--- config.mk ---
export PLATFORM = sky130hd
export DESIGN_NAME = adder_share_arbiter_flat
export DESIGN_NICKNAME = d
export VERILOG_FILES = /design/src/rtl/adder_share_arbiter_if.sv /design/src/rtl/adder_share_arbiter.sv /design/src/flat_wrapper.sv
export SDC_FILE = /design/constraint.sdc
export NUM_CORES = 1
export LEC_CHECK = 0
export CAP_MARGIN = 20
export CORE_UTILIZATION = 38
export DETAILED_ROUTE_END_ITERATION = 6
export PLACE_DENSITY = 0.79
export SLEW_MARGIN = 10
export SYNTH_ARGS = -nofsm -noshare
export SYNTH_HDL_FRONTEND = slang
export SYNTH_SLANG_ARGS = --single-unit
--- constraint.sdc ---
create_clock -name clk -period 2.5 [get_ports clk]
set_input_delay 0.25 -clock clk [delete_from_list [all_inputs] [get_ports clk]]
set_output_delay 0.25 -clock clk [all_outputs]
set_load 0.05 [all_outputs]
--- src/rtl/adder_share_arbiter_if.sv ---
// Bus bundle between adder_share_arbiter, its requesters and the shared adder.
// slave: arbiter side; master: requester/adder environment side.
interface adder_share_arbiter_if #(
    parameter int SIZE    = 8,
    parameter int NUM_REQ = 4,
    parameter int ID_W    = $clog2(NUM_REQ)
);
    logic [NUM_REQ-1:0]      req;
    logic [NUM_REQ*SIZE-1:0] op_a;
    logic [NUM_REQ*SIZE-1:0] op_b;
    logic [NUM_REQ-1:0]      grant;
    logic                    busy;
    logic                    done;
    logic [ID_W-1:0]         done_id;
    logic [SIZE:0]           result;
    logic [SIZE-1:0]         add_src1;
    logic [SIZE-1:0]         add_src2;
    logic [SIZE:0]           add_res;

    modport slave (
        input  req, op_a, op_b, add_res,
        output grant, busy, done, done_id, result, add_src1, add_src2
    );

    modport master (
        output req, op_a, op_b, add_res,
        input  grant, busy, done, done_id, result, add_src1, add_src2
    );
endinterface

--- src/rtl/adder_share_arbiter.sv ---
// Round-robin time-sharing controller for one external adder among NUM_REQ requesters.
// Optional macro ADDER_ARB_STATS_EN adds a 16-bit op_count output counting completed EXEC cycles.
module adder_share_arbiter #(
    parameter int SIZE    = 8,
    parameter int NUM_REQ = 4,
    parameter int ID_W    = $clog2(NUM_REQ)
) (
    input  logic clk,
    input  logic rst,
    adder_share_arbiter_if.slave bus
`ifdef ADDER_ARB_STATS_EN
    ,
    output logic [15:0] op_count
`endif
);
    typedef enum logic [1:0] {IDLE, EXEC, DONE} state_t;

    state_t              state;
    logic [ID_W-1:0]     ptr;
    logic [ID_W-1:0]     win;
    logic [ID_W-1:0]     ptr_next;
    logic                found;
    logic [SIZE-1:0]     a_arr [NUM_REQ];
    logic [SIZE-1:0]     b_arr [NUM_REQ];

    logic [NUM_REQ-1:0]  grant_q;
    logic                busy_q;
    logic                done_q;
    logic [ID_W-1:0]     id_q;
    logic [SIZE:0]       res_q;
    logic [SIZE-1:0]     src1_q;
    logic [SIZE-1:0]     src2_q;

    for (genvar g = 0; g < NUM_REQ; g++) begin : g_unpack
        assign a_arr[g] = bus.op_a[g*SIZE +: SIZE];
        assign b_arr[g] = bus.op_b[g*SIZE +: SIZE];
    end

    // Scan ptr, ptr+1, ... wrapping at NUM_REQ; first set req bit wins.
    always_comb begin
        int unsigned     idx;
        logic [ID_W-1:0] iw;
        found = 1'b0;
        win   = '0;
        idx   = 0;
        iw    = '0;
        for (int unsigned k = 0; k < unsigned'(NUM_REQ); k++) begin
            idx = 32'(ptr) + k;
            if (idx >= unsigned'(NUM_REQ)) begin
                idx = idx - unsigned'(NUM_REQ);
            end
            iw = idx[ID_W-1:0];
            if (!found && bus.req[iw]) begin
                found = 1'b1;
                win   = iw;
            end
        end
    end

    assign ptr_next = (win == ID_W'(NUM_REQ - 1)) ? '0 : win + 1'b1;

    always_ff @(posedge clk) begin
        if (rst) begin
            state   <= IDLE;
            ptr     <= '0;
            grant_q <= '0;
            busy_q  <= 1'b0;
            done_q  <= 1'b0;
            id_q    <= '0;
            res_q   <= '0;
            src1_q  <= '0;
            src2_q  <= '0;
        end else begin
            case (state)
                IDLE: begin
                    done_q <= 1'b0;
                    if (found) begin
                        grant_q <= NUM_REQ'(1) << win;
                        src1_q  <= a_arr[win];
                        src2_q  <= b_arr[win];
                        id_q    <= win;
                        ptr     <= ptr_next;
                        busy_q  <= 1'b1;
                        state   <= EXEC;
                    end
                end
                EXEC: begin
                    res_q  <= bus.add_res;
                    done_q <= 1'b1;
                    state  <= DONE;
                end
                DONE: begin
                    done_q  <= 1'b0;
                    grant_q <= '0;
                    busy_q  <= 1'b0;
                    state   <= IDLE;
                end
                default: state <= IDLE;
            endcase
        end
    end

`ifdef ADDER_ARB_STATS_EN
    always_ff @(posedge clk) begin
        if (rst) begin
            op_count <= '0;
        end else if (state == EXEC) begin
            op_count <= op_count + 16'd1;
        end
    end
`endif

    assign bus.grant    = grant_q;
    assign bus.busy     = busy_q;
    assign bus.done     = done_q;
    assign bus.done_id  = id_q;
    assign bus.result   = res_q;
    assign bus.add_src1 = src1_q;
    assign bus.add_src2 = src2_q;
endmodule
--- src/flat_wrapper.sv ---
// flat-port wrapper written by rule: the top's interface ports become plain ports
module adder_share_arbiter_flat 
#(
    parameter int SIZE    = 8,
    parameter int NUM_REQ = 4,
    parameter int ID_W    = $clog2(NUM_REQ)
)
  (clk, rst, bus_req, bus_op_a, bus_op_b, bus_add_res, bus_grant, bus_busy, bus_done, bus_done_id, bus_result, bus_add_src1, bus_add_src2);
  adder_share_arbiter_if #(.SIZE(SIZE), .NUM_REQ(NUM_REQ), .ID_W(ID_W)) bus_i ();
  input  logic clk;
  input  logic rst;
  input wire logic [$bits(bus_i.req)-1:0] bus_req;
  input wire logic [$bits(bus_i.op_a)-1:0] bus_op_a;
  input wire logic [$bits(bus_i.op_b)-1:0] bus_op_b;
  input wire logic [$bits(bus_i.add_res)-1:0] bus_add_res;
  output wire logic [$bits(bus_i.grant)-1:0] bus_grant;
  output wire logic [$bits(bus_i.busy)-1:0] bus_busy;
  output wire logic [$bits(bus_i.done)-1:0] bus_done;
  output wire logic [$bits(bus_i.done_id)-1:0] bus_done_id;
  output wire logic [$bits(bus_i.result)-1:0] bus_result;
  output wire logic [$bits(bus_i.add_src1)-1:0] bus_add_src1;
  output wire logic [$bits(bus_i.add_src2)-1:0] bus_add_src2;
  assign bus_i.req = bus_req;
  assign bus_i.op_a = bus_op_a;
  assign bus_i.op_b = bus_op_b;
  assign bus_i.add_res = bus_add_res;
  assign bus_grant = bus_i.grant;
  assign bus_busy = bus_i.busy;
  assign bus_done = bus_i.done;
  assign bus_done_id = bus_i.done_id;
  assign bus_result = bus_i.result;
  assign bus_add_src1 = bus_i.add_src1;
  assign bus_add_src2 = bus_i.add_src2;
  adder_share_arbiter #(.SIZE(SIZE), .NUM_REQ(NUM_REQ), .ID_W(ID_W)) u_core (.clk(clk), .rst(rst), .bus(bus_i));
endmodule
==> tab_implementation.tex <==
\begin{tabular}{lr}
\hline
Metric & Value \\
\hline
\multicolumn{2}{l}{\textbf{Power}} \\
\quad Net load switching power & 0.8251 mW \\
\quad Clock network fraction of design power & 21.6\% \\
\quad Leakage power & 1.168 nW \\
\quad Internal power summed over all cells & 1.248 mW \\
\quad Total Power & 2.073 mW \\
\quad Proportion of power drawn by combinational gates & 43.7\% \\
\quad Total power per unit cell area & 649.6 mW/mm\^{}2 \\
\quad Switching part of the total power & 39.81\% \\
\quad Part of the power in registers & 34.7\% \\
\quad IR drop worst, VDD & 0.0005312 V \\
\multicolumn{2}{l}{\textbf{Critical path}} \\
\quad Most used cell along the critical path & nand2\_4 \\
\quad Worst endpoint required time & 2.67 ns \\
\quad Dominant delay contributor by cell family on the critical path & simple AND/OR/NAND/NOR gates \\
\quad Class of the most critical setup path & in -> reg \\
\quad Master of the slowest instance on the critical path & or4\_4 \\
\quad Origin of the critical flop-to-flop path & u\_core.ptr[1] \\
\quad Startpoint type of the worst setup path & input port \\
\quad Register-to-register setup slack & 0.60 ns \\
\quad CP endpoint kind & flip-flop \\
\quad Max incr delay on CP & 0.60 ns \\
\quad Cell Chain, Critical Path & clkdlybuf4s50\_1 -> or4\_4 -> nand2\_4 -> or2\_2 -> inv\_2 -> nand2\_4 -> o211ai\_1 \\
\quad Crit Reg-Reg Endpoint & u\_core.bus.add\_src2[1] \\
\quad Worst Reg2Reg Path Length in Cells & 6 \\
\quad Biggest fanout along the worst timing path & 17 \\
\quad Arrival time of the worst setup path & 2.14 ns \\
\quad CP bufs+invs & 2 \\
\multicolumn{2}{l}{\textbf{Yosys}} \\
\quad Synthesized instance count & 227 \\
\quad Compound-cell area share of the yosys netlist & 26.44\% \\
\quad Post-synthesis share of cell area spent on full adders, half adders and majority gates & 0.6527\% \\
\quad Largest family of logic cells by synthesized area & compound AO/OA/AOI/OAI gates \\
\quad Synthesis warning total & 0 \\
\quad Cell area after technology mapping & 0.001917 mm\^{}2 \\
\quad Top post-synthesis cells by count & 37 x dfxtp\_1, 37 x nand2\_1, 18 x mux2i\_1, 17 x nand3\_1 \\
\quad Portion of synthesized cell area occupied by the leading cell type & 38.64\% \\
\quad Synthesized area per cell & 8.444 um\^{}2 \\
\quad Dominant synthesized flop cell & dfxtp\_1 \\
\quad Async S/R FF share, synth & 0\% \\
\quad Ranking of synthesized cells by area & dfxtp\_1 39\%, mux2i\_1 9.4\%, a211o\_1 7.3\% \\
\quad Synthesized-area fraction occupied by and/or/nand/nor cells & 19.39\% \\
\quad Number of enable flip-flop cells after synthesis & 0 \\
\quad Yosys cell types & 39 \\
\quad Register area share after synthesis & 38.64\% \\
\quad Cell type with the largest total area after synthesis & dfxtp\_1 \\
\quad XOR/XNOR share of the synthesized area & 0\% \\
\quad Number of register bits inferred by synthesis & 37 \\
\quad Proportion of synthesized area in mux cells & 9.399\% \\
\quad Synthesized Nets & 307 \\
\multicolumn{2}{l}{\textbf{Die}} \\
\quad Core area & 0.004786 mm\^{}2 \\
\quad Die W & 73.03 um \\
\quad Floorplan die height & 73.03 um \\
\quad FP Rows & 25 \\
\quad Starting utilization of the core area & 40.05\% \\
\quad DIE AREA & 0.005333 mm\^{}2 \\
\quad I/O pin count & 112 \\
\multicolumn{2}{l}{\textbf{CTS}} \\
\quad Clock slew at reported path FFs & 0.09 ns \\
\quad Max Buffers Root-to-Sink & 2 \\
\quad TritonCTS Buffers & 5 \\
\quad CTS HTree Levels & 2 \\
\quad CTS Hold Bufs & 0 \\
\quad Later-pin clock latency in the skew report & 0.30 ns \\
\quad Post-CTS sizing & 0 \\
\quad CTS tree & done \\
\quad Clock Sink Count & 37 \\
\quad Buffers inserted during post-CTS setup optimization & 0 \\
\quad Clock root cell & clkbuf\_8 \\
\multicolumn{2}{l}{\textbf{Placement}} \\
\quad Count of input and output buffers & 111 \\
\quad \# placed instances & 398 \\
\quad Global placement routability congestion & 0.7883 \\
\quad Post-detailed-placement half-perimeter wirelength & 4.400 mm \\
\multicolumn{2}{l}{\textbf{Finish}} \\
\quad Count of fill cells added during filler insertion & 408 \\
\quad Fraction of layout instances using a drive strength above 1 & 8.260\% \\
\quad Post-layout instance count excluding filler cells & 406 \\
\quad Multi-input logic area & 0.001071 mm\^{}2 \\
\quad Diode count & 0 \\
\quad Net count reported at finish & 418 \\
\quad Final core area utilization & 66.67\% \\
\quad Growth of design area from synthesis to finish & 66.45\% \\
\quad Register area & 740.7 um\^{}2 \\
\multicolumn{2}{l}{\textbf{STA}} \\
\quad Total setup violations reported at the end of the flow & 0 \\
\quad Final worst hold slack & 0.4572 ns \\
\quad Unrepaired setup endpoints after global routing & false \\
\quad Setup tns final & 0 ns \\
\quad Min Clock Period, post-route & 1.967 ns \\
\quad Final setup skew & 0.008004 ns \\
\quad Worst Max-Slew Pin Slew & 0.6200 ns \\
\quad Total count of max-transition violations in the final report & 0 \\
\quad Headroom to the max-slew limit & 58.58\% \\
\quad Final hold violation count & 0 \\
\quad F\_max & 508.5 MHz \\
\quad Post-route clock period utilization & 78.66\% \\
\multicolumn{2}{l}{\textbf{Worst hold path}} \\
\quad Hold endpoint & u\_core.bus.result[7] \\
\quad Min-Delay Path Depth & 2 \\
\quad Launch instance of the worst min-delay path & u\_core.bus.result[7] \\
\quad HP Class & reg -> reg \\
\multicolumn{2}{l}{\textbf{Run status}} \\
\quad Outcome & finished clean \\
\multicolumn{2}{l}{\textbf{Global routing}} \\
\quad GRT Util Overall & 22.88\% \\
\quad Maximum number of pins on one net before global-route repair & 20 \\
\quad Number of global-route vias before repair & 1967 \\
\quad First-pass GRT wire length & 9.384 mm \\
\quad Antenna violations before repair & 0 \\
\quad Overflow left after global routing & 0 \\
\multicolumn{2}{l}{\textbf{Routing}} \\
\quad Drc violations & 0 \\
\quad Met3 WL post-DR & 476 um \\
\quad Iteration count of the initial detailed-routing pass & 5 \\
\quad Top sig layer & met4 \\
\quad Detail-routed via count per cell & 5.143 \\
\quad Number of nets with antenna violations after detailed routing & 0 \\
\quad Overall routed net length & 6.015 mm \\
\quad Routed len/inst & 14.82 um \\
\quad Met1 wire length & 2.646 mm \\
\quad DR vias & 2088 \\
\quad Number of DRC markers in iteration 0 & 109 \\
\quad Routed length on met2 & 2.798 mm \\
\multicolumn{2}{l}{\textbf{Job}} \\
\quad Max-cap check violation count & 0 \\
\hline
\end{tabular}
[sequential cells by signal (all words and copies together), names as in the netlist]
register and flops:
u_core.bus.add_src1 8, u_core.bus.busy 1, u_core.bus.add_src2 8, u_core.bus.done 1, u_core.bus.done_id 2, u_core.state 2
u_core.bus.grant 4, u_core.ptr 2, u_core.bus.result 9
[layer usage]
metal | GRT usage, % | vias up
met5 | 0 | -
met4 | 6.754 | 0
met3 | 5.939 | 9
met2 | 37.55 | 85
met1 | 29.44 | 947
li1 | - | 1047
[area by class of cell]
class / instances / area share, %
Timing Repair Buffer: 121 / 37.18
Multi-Input combinational cell: 169 / 33.57
Sequential cell: 37 / 23.22
Tap cell: 67 / 2.627
Clock buffer: 5 / 2.157
Clock inverter: 3 / 0.7843
Inverter: 4 / 0.4706
[cell usage in the layout (no fill, tap or decap), types with 10 or more instances in the layout]
| master | count |
|---|---|
| a211o_1 | 16 |
| o21ai_1 | 15 |
| dfxtp_1 | 37 |
| a21oi_1 | 13 |
| clkdlybuf4s50_1 | 111 |
| buf_4 | 10 |
| o211ai_1 | 16 |
| nand2_1 | 37 |
| nand3_1 | 17 |
| mux2i_1 | 18 |
[per-stage QoR]
stage / cell area [um^2] / worst slack (ns)
6_report: 3191 / 0.5334
5_1_grt: 3191 / 0.4263
4_1_cts: 3191 / 0.5246
3_5_place_dp: 3097 / 0.2224
3_3_place_gp: 3097 / 0.2882
2_1_floorplan: 1917 / 0.6987
[how the worst max path moves through the flow]
stage	from	to	slack, ns	cells after the start
after floorplan	u_core.ptr[1]	u_core.ptr[0]	0.70	7
after global placement	bus_req[3]	u_core.bus.add_src2[5]	0.29	7
after detailed placement	bus_req[3]	u_core.bus.add_src1[7]	0.22	7
after CTS	bus_req[3]	u_core.bus.add_src1[7]	0.52	7
after global routing	u_core.ptr[1]	u_core.bus.add_src2[7]	0.43	6
final	bus_req[3]	u_core.bus.add_src1[7]	0.53	7
[power by group through the flow]
| stage | registers, mW | clock network, mW | logic, mW |
|---|---|---|---|
| 6_report | 0.720 | 0.448 | 0.905 |
| 5_1_grt | 0.729 | 0.476 | 0.961 |
| 4_1_cts | 0.719 | 0.456 | 0.908 |
| 3_5_place_dp | 0.732 | 0 | 0.905 |
| 3_3_place_gp | 0.733 | 0 | 0.895 |
| 2_1_floorplan | 0.969 | 0 | 0.317 |
[worst min-delay path, stage by stage (launching register included)]
cell	delay, ns
dfxtp_1	0.32
nand2_1	0.05
a21oi_1	0.05
[cells by family after synthesis]
kind of cell               after synthesis
muxes                                   18
buffers and inverters                   21
adders and majority gates                1
DFF                                     37
AOI/OAI and AO/OA                       72
and+or+nand+nor                         78
(Power assumes the default switching activity.)
